`config.mk`:
```
export PLATFORM = sky130hd
export DESIGN_NAME = viterbi_frame_scheduler
export DESIGN_NICKNAME = d
export VERILOG_FILES = /design/src/rtl/viterbi_pkg.sv /design/src/rtl/rr_arbiter.sv /design/src/rtl/viterbi_frame_scheduler.sv
export SDC_FILE = /design/constraint.sdc
export NUM_CORES = 1
export LEC_CHECK = 0
export CAP_MARGIN = 20
export CELL_PAD_IN_SITES_DETAIL_PLACEMENT = 1
export CELL_PAD_IN_SITES_GLOBAL_PLACEMENT = 2
export CORE_ASPECT_RATIO = 1.75
export CORE_MARGIN = 5
export CORE_UTILIZATION = 23
export DETAILED_ROUTE_END_ITERATION = 10
export PLACE_DENSITY_LB_ADDON = 0.25
export SLEW_MARGIN = 40
export SYNTH_ARGS = -nofsm -noshare
export SYNTH_HDL_FRONTEND = slang
export SYNTH_SLANG_ARGS = --single-unit
```
`constraint.sdc`:
```
create_clock -name i_clk -period 5.25 [get_ports i_clk]
set_input_delay 0.7875 -clock i_clk [delete_from_list [all_inputs] [get_ports i_clk]]
set_output_delay 0.7875 -clock i_clk [all_outputs]
set_load 0.005 [all_outputs]
```
`src/rtl/viterbi_pkg.sv`:
```
// viterbi_pkg
//   Shared definitions for the Viterbi frame scheduler: default datapath
//   widths, the default decode timeout and the scheduler state encoding.
package viterbi_pkg;

  localparam int DEF_SIZE_DATA_IN  = 16;
  localparam int DEF_SIZE_DATA_OUT = 8;
  localparam int DEF_TIMEOUT_CYC   = 64;

  typedef enum logic [2:0] {
    ST_IDLE,
    ST_GRANT,
    ST_LAUNCH,
    ST_WAIT,
    ST_RESP
  } state_t;

endpackage

```
`src/rtl/rr_arbiter.sv`:
```
// rr_arbiter
//   Combinational round-robin arbiter. Picks the first asserted request at
//   or after ptr, wrapping modulo N.
// Ports
//   req  in   N      request vector
//   ptr  in   IDX_W  highest-priority index for this decision
//   gnt  out  N      one-hot grant (all zero when no request)
//   idx  out  IDX_W  index of the granted request
//   any  out  1      at least one request present
module rr_arbiter #(
  parameter int N     = 4,
  parameter int IDX_W = $clog2(N)
) (
  input  logic [N-1:0]     req,
  input  logic [IDX_W-1:0] ptr,
  output logic [N-1:0]     gnt,
  output logic [IDX_W-1:0] idx,
  output logic             any
);

  logic [2*N-1:0] req_dbl;
  logic [2*N-1:0] mask;
  logic [2*N-1:0] cand;

  // The request vector is doubled and the lower copy is masked below ptr, so
  // a plain lowest-set-bit scan over 2N bits gives the wrapped round-robin
  // winner; the upper copy supplies the wrap-around candidates.
  always_comb begin
    req_dbl = {req, req};
    mask    = '0;
    for (int i = 0; i < 2*N; i++) begin
      mask[i] = (i >= int'(ptr));
    end
    cand = req_dbl & mask;

    gnt = '0;
    idx = '0;
    any = 1'b0;
    for (int i = 0; i < 2*N; i++) begin
      if (cand[i] && !any) begin
        any          = 1'b1;
        idx          = IDX_W'(i % N);
        gnt[i % N]   = 1'b1;
      end
    end
  end

endmodule

```
`src/rtl/viterbi_frame_scheduler.sv`:
```
// viterbi_frame_scheduler
//   Shares one Viterbi decode datapath between NUM_REQ requesters. Grants
//   requesters round-robin, launches the datapath with the captured frame,
//   watches for done with a timeout, and returns the decoded byte tagged
//   with the owning requester ID.
// Ports
//   i_clk, i_rst    clock, synchronous active-high reset
//   i_req           per-requester request, held until granted
//   i_req_data      frame k at [k*SIZE_DATA_IN +: SIZE_DATA_IN]
//   o_grant         one-hot 1-cycle grant pulse (frame captured this cycle)
//   o_dec_start     1-cycle datapath start pulse
//   o_dec_data      captured frame to the datapath
//   i_dec_data      decoded byte from the datapath
//   i_dec_done      datapath done pulse (only honoured while waiting)
//   o_dec_flush     1-cycle datapath reset request on timeout
//   o_resp_valid    response valid, held until i_resp_ready
//   o_resp_id       requester owning the response
//   o_resp_data     decoded byte (0 on timeout)
//   o_resp_err      1 = timed out
//   i_resp_ready    response accept
//   o_busy          scheduler not idle
//
// state     | meaning
// ST_IDLE   | waiting for any request
// ST_GRANT  | arbitrate on current requests, pulse grant, capture frame
// ST_LAUNCH | pulse start to the datapath, clear timeout counter
// ST_WAIT   | waiting for done or timeout
// ST_RESP   | response presented until accepted
module viterbi_frame_scheduler
  import viterbi_pkg::*;
#(
  parameter int NUM_REQ       = 4,
  parameter int SIZE_DATA_IN  = DEF_SIZE_DATA_IN,
  parameter int SIZE_DATA_OUT = DEF_SIZE_DATA_OUT,
  parameter int TIMEOUT_CYC   = DEF_TIMEOUT_CYC,
  parameter int ID_W          = $clog2(NUM_REQ)
) (
  input  logic                            i_clk,
  input  logic                            i_rst,
  input  logic [NUM_REQ-1:0]              i_req,
  input  logic [NUM_REQ*SIZE_DATA_IN-1:0] i_req_data,
  output logic [NUM_REQ-1:0]              o_grant,
  output logic                            o_dec_start,
  output logic [SIZE_DATA_IN-1:0]         o_dec_data,
  input  logic [SIZE_DATA_OUT-1:0]        i_dec_data,
  input  logic                            i_dec_done,
  output logic                            o_dec_flush,
  output logic                            o_resp_valid,
  output logic [ID_W-1:0]                 o_resp_id,
  output logic [SIZE_DATA_OUT-1:0]        o_resp_data,
  output logic                            o_resp_err,
  input  logic                            i_resp_ready,
  output logic                            o_busy
);

  // The counter only has to reach TIMEOUT_CYC-1.
  localparam int               CNT_W    = (TIMEOUT_CYC > 1) ? $clog2(TIMEOUT_CYC) : 1;
  localparam logic [CNT_W-1:0] CNT_LAST = CNT_W'(TIMEOUT_CYC - 1);
  localparam logic [ID_W-1:0]  LAST_ID  = ID_W'(NUM_REQ - 1);

  state_t                   state_q, state_d;
  logic [ID_W-1:0]          ptr_q, ptr_d;
  logic [CNT_W-1:0]         cnt_q, cnt_d;
  logic [SIZE_DATA_IN-1:0]  dec_data_q, dec_data_d;
  logic [ID_W-1:0]          resp_id_q, resp_id_d;
  logic [SIZE_DATA_OUT-1:0] resp_data_q, resp_data_d;
  logic                     resp_err_q, resp_err_d;

  logic [NUM_REQ-1:0]       arb_gnt;
  logic [ID_W-1:0]          arb_idx;
  logic                     arb_any;

  rr_arbiter #(
    .N     (NUM_REQ),
    .IDX_W (ID_W)
  ) u_rr_arbiter (
    .req (i_req),
    .ptr (ptr_q),
    .gnt (arb_gnt),
    .idx (arb_idx),
    .any (arb_any)
  );

  always_ff @(posedge i_clk) begin
    if (i_rst) begin
      state_q     <= ST_IDLE;
      ptr_q       <= '0;
      cnt_q       <= '0;
      dec_data_q  <= '0;
      resp_id_q   <= '0;
      resp_data_q <= '0;
      resp_err_q  <= 1'b0;
    end else begin
      state_q     <= state_d;
      ptr_q       <= ptr_d;
      cnt_q       <= cnt_d;
      dec_data_q  <= dec_data_d;
      resp_id_q   <= resp_id_d;
      resp_data_q <= resp_data_d;
      resp_err_q  <= resp_err_d;
    end
  end

  always_comb begin
    state_d     = state_q;
    ptr_d       = ptr_q;
    cnt_d       = cnt_q;
    dec_data_d  = dec_data_q;
    resp_id_d   = resp_id_q;
    resp_data_d = resp_data_q;
    resp_err_d  = resp_err_q;
    o_grant     = '0;
    o_dec_start = 1'b0;
    o_dec_flush = 1'b0;

    unique case (state_q)
      ST_IDLE: begin
        if (|i_req) state_d = ST_GRANT;
      end
      // Arbitration looks at i_req in this cycle, so a request that has
      // dropped since IDLE is simply not a candidate any more.
      ST_GRANT: begin
        if (arb_any) begin
          o_grant    = arb_gnt;
          dec_data_d = i_req_data[arb_idx*SIZE_DATA_IN +: SIZE_DATA_IN];
          resp_id_d  = arb_idx;
          ptr_d      = (arb_idx == LAST_ID) ? '0 : arb_idx + 1'b1;
          state_d    = ST_LAUNCH;
        end else begin
          state_d    = ST_IDLE;
        end
      end
      ST_LAUNCH: begin
        o_dec_start = 1'b1;
        cnt_d       = '0;
        state_d     = ST_WAIT;
      end
      // Done takes priority over the timeout limit in the same cycle.
      ST_WAIT: begin
        cnt_d = cnt_q + 1'b1;
        if (i_dec_done) begin
          resp_data_d = i_dec_data;
          resp_err_d  = 1'b0;
          state_d     = ST_RESP;
        end else if (cnt_q == CNT_LAST) begin
          o_dec_flush = 1'b1;
          resp_data_d = '0;
          resp_err_d  = 1'b1;
          state_d     = ST_RESP;
        end
      end
      ST_RESP: begin
        if (i_resp_ready) state_d = ST_IDLE;
      end
      default: state_d = ST_IDLE;
    endcase
  end

  assign o_dec_data   = dec_data_q;
  assign o_resp_valid = (state_q == ST_RESP);
  assign o_resp_id    = resp_id_q;
  assign o_resp_data  = resp_data_q;
  assign o_resp_err   = resp_err_q;
  assign o_busy       = (state_q != ST_IDLE);

endmodule

```
==> metrics.txt <==
ANT cells 0; Post-synth EDFFs 0; post-CTS sizing 0; core footprint 9350 um^2; grt total ovfl 0; family with the most delay on the worst path buffers and inverters; initial core utilization 23.3%; post-synthesis cell area ~2200 um^2; first-pass GRT wire length 12300 um; CP required around 4500 ps; syn avg cell area ~9.4 um^2; number of hold buffers added after cts 0; DRC Markers 0; Crit Path Max Fanout 9; number of buffers created by CTS 5; area grow syn2layout 61.6%; Global Route Usage Sum about an eighth; Yosys warnings 0; chip width between 80 and 90 um; wire per inst between 15 and 20 um; Slew headroom a little under three fifths; Seq/Total Area, Yosys 34.9%; crit path time final approximately 3500 ps; Total Wirelength about 7700 um; num ports roughly 120; Hold Crit Depth 2; ys async rst share 0%; Critical Path Sink Type primary output; Worst Reg-to-Reg Cells 6; Slew Limit Fails 0; outcome finished, final reports clean; Worst path slowest cell o41ai_4; DRT Pass-1 Iters 5; Iter 0 DRT Violations 35; initial antenna violation count 0; Die Y 139 um; vias post-DR 2165; setup TNS 0 ps; FILL cells between 1000 and 1500; clock sink total 38; Final nets about 420; CP Data Arrival Time ~2700 ps; fraction of layout cells with a size suffix above 1 under 10%; Post-DP Area 3320 um^2; die area 11600 um^2; CTS H-tree depth 2; Setup CP Type in -> out; setup violators final 0; clk slew on worst S/H paths ~60 ps; Syn Nets around 320; largest net degree at the start of global routing 35; dpl hpwl between 5000 and 6000 um; Yosys cell types 38; most frequent cells after synthesis 38 x dfxtp_1, 36 x mux2i_1, 29 x nand2_1; VDD IR max approximately 0.13 mV; worst-path cell chain clkdlybuf4s50_1 > o41ai_4 > nor2_1 > clkdlybuf4s50_1; worst r2r dst ptr_q[0]; Syn Inst Count around 230; hold endpoint o_dec_data[11]; largest area contributor in the netlist dfxtp_1; Rows 47; Skew-Pair Late Insertion Delay just under 300 ps; Reg2Reg Launch Point ptr_q[1]; GP Congestion about 0.76; Power Dens Cells between 200 and 300 nW/um^2; CTS tree yes; Synth top area share about a third; HP Class reg -> reg; ys flop type dfxtp_1; Max-Cap Viols 0; number of global-route vias before repair 2285; fmax approximately 280 MHz; CP most frequent cell clkdlybuf4s50_1; Antenna Nets Post-Route 0; startpoint types primary input; Setup Buffers After CTS 0; RSZ-0062 raised after global routing no; Area contributors post-synth dfxtp_1 35%, mux2i_1 17%, o221ai_2 7.6%; reg2reg setup slack between 3000 and 4000 ps; Clock Skew 5.98 ps; CP bufs+invs 2; fin crit share about two thirds; Root Driver clkbuf_16; worst-margin pin slew between 600 and 700 ps; Yosys reg bits 38; count leader, synth dfxtp_1; CP peak stage delay ~760 ps; port buffer count around 110; Clock Path Buffers 2; Final Cell Area 3520 um^2; Static Leak between 1 and 1.5 nW; Via density about 4.7; Final Hold Slack 460 ps; hold path startpoint o_dec_data[11]; final hold vios 0
[layout by cell type, fill, tap and decap left out, types with 5 or more instances in the layout]
master           netlist  layout
o21ai_0                5       5
a22oi_1                9       9
nand2_1               29      29
mux2i_1               36      36
dfxtp_1               38      38
nor2_1                23      23
clkbuf_16              0       5
inv_1                  5       5
o221ai_2              11      11
a21oi_1               17      17
o221ai_1               7       7
clkdlybuf4s50_1        0     113
[power breakdown]
| part | switching [mW] | total, mW | internal (mW) |
|---|---|---|---|
| registers | 0.0187 | 0.329 | 0.310 |
| clock network | 0.123 | 0.409 | 0.285 |
| logic | 0.103 | 0.246 | 0.143 |
| total | 0.245 | 0.983 | 0.739 |
[tightest hold or removal path, cell delays in order, from the launching register on]
cell	delay (ps)
dfxtp_1	320
nand2_1	60
o221ai_2	50
[sequential cells by signal, summed over array words and instances (netlist names)]
register / cells
o_resp_id: 2
cnt_q: 6
state_q: 3
o_resp_data: 8
ptr_q: 2
o_resp_err: 1
o_dec_data: 16
[worst max-delay path by stage]
stage          startpoint    endpoint  cells past startpoint
5_1_grt          i_req[2]  o_grant[1]                      4
3_3_place_gp     i_req[2]  o_grant[1]                      4
3_5_place_dp     i_req[2]  o_grant[1]                      4
2_1_floorplan    i_req[0]    ptr_q[0]                      9
6_report         i_req[2]  o_grant[1]                      4
4_1_cts          i_req[2]  o_grant[1]                      4
[stage by stage]
stage / power (mW) / cells / setup WS (ps) / util, %
3_5_place_dp: 0.587 / 451 / 1680 / 35.5
6_report: 0.983 / 459 / 1720 / 37.7
2_1_floorplan: 0.467 / 233 / 2850 / -
4_1_cts: 1.01 / 459 / 1690 / 37.7
5_1_grt: 1.03 / 459 / 1600 / 37.7
3_3_place_gp: 0.582 / 451 / 1750 / 35.5
[per-layer routing]
metal | vias to the layer above | track usage, % | wire length, um
met2 | 76 | 23.8 | 3980
li1 | 1052 | - | -
met4 | 0 | 4.32 | 108
met1 | 1031 | 14.5 | 3110
met5 | - | 0 | 0
met3 | 6 | 3.92 | 451
[layout make-up]
class                   instances  area [um^2]  share of cell area (%)
clock buffers                   6          139                    3.94
clock inverters                 2         60.1                    1.71
inverters                       5         18.8                   0.533
multi-input cells             172         1250                    35.6
flip-flops and latches         38          761                    21.6
well taps                     122          153                    4.33
repair buffers                114         1140                    32.3
[cell families after synthesis]
kind of cell	after synthesis	share of synthesized area, %
and+or+nand+nor	77	16.7
buffers and inverters	23	8.09
muxes	37	17.0
adders and majority gates	2	1.15
DFF	38	34.9
AOI/OAI and AO/OA	56	22.1
No activity file was read; power rests on OpenSTA's default activity.
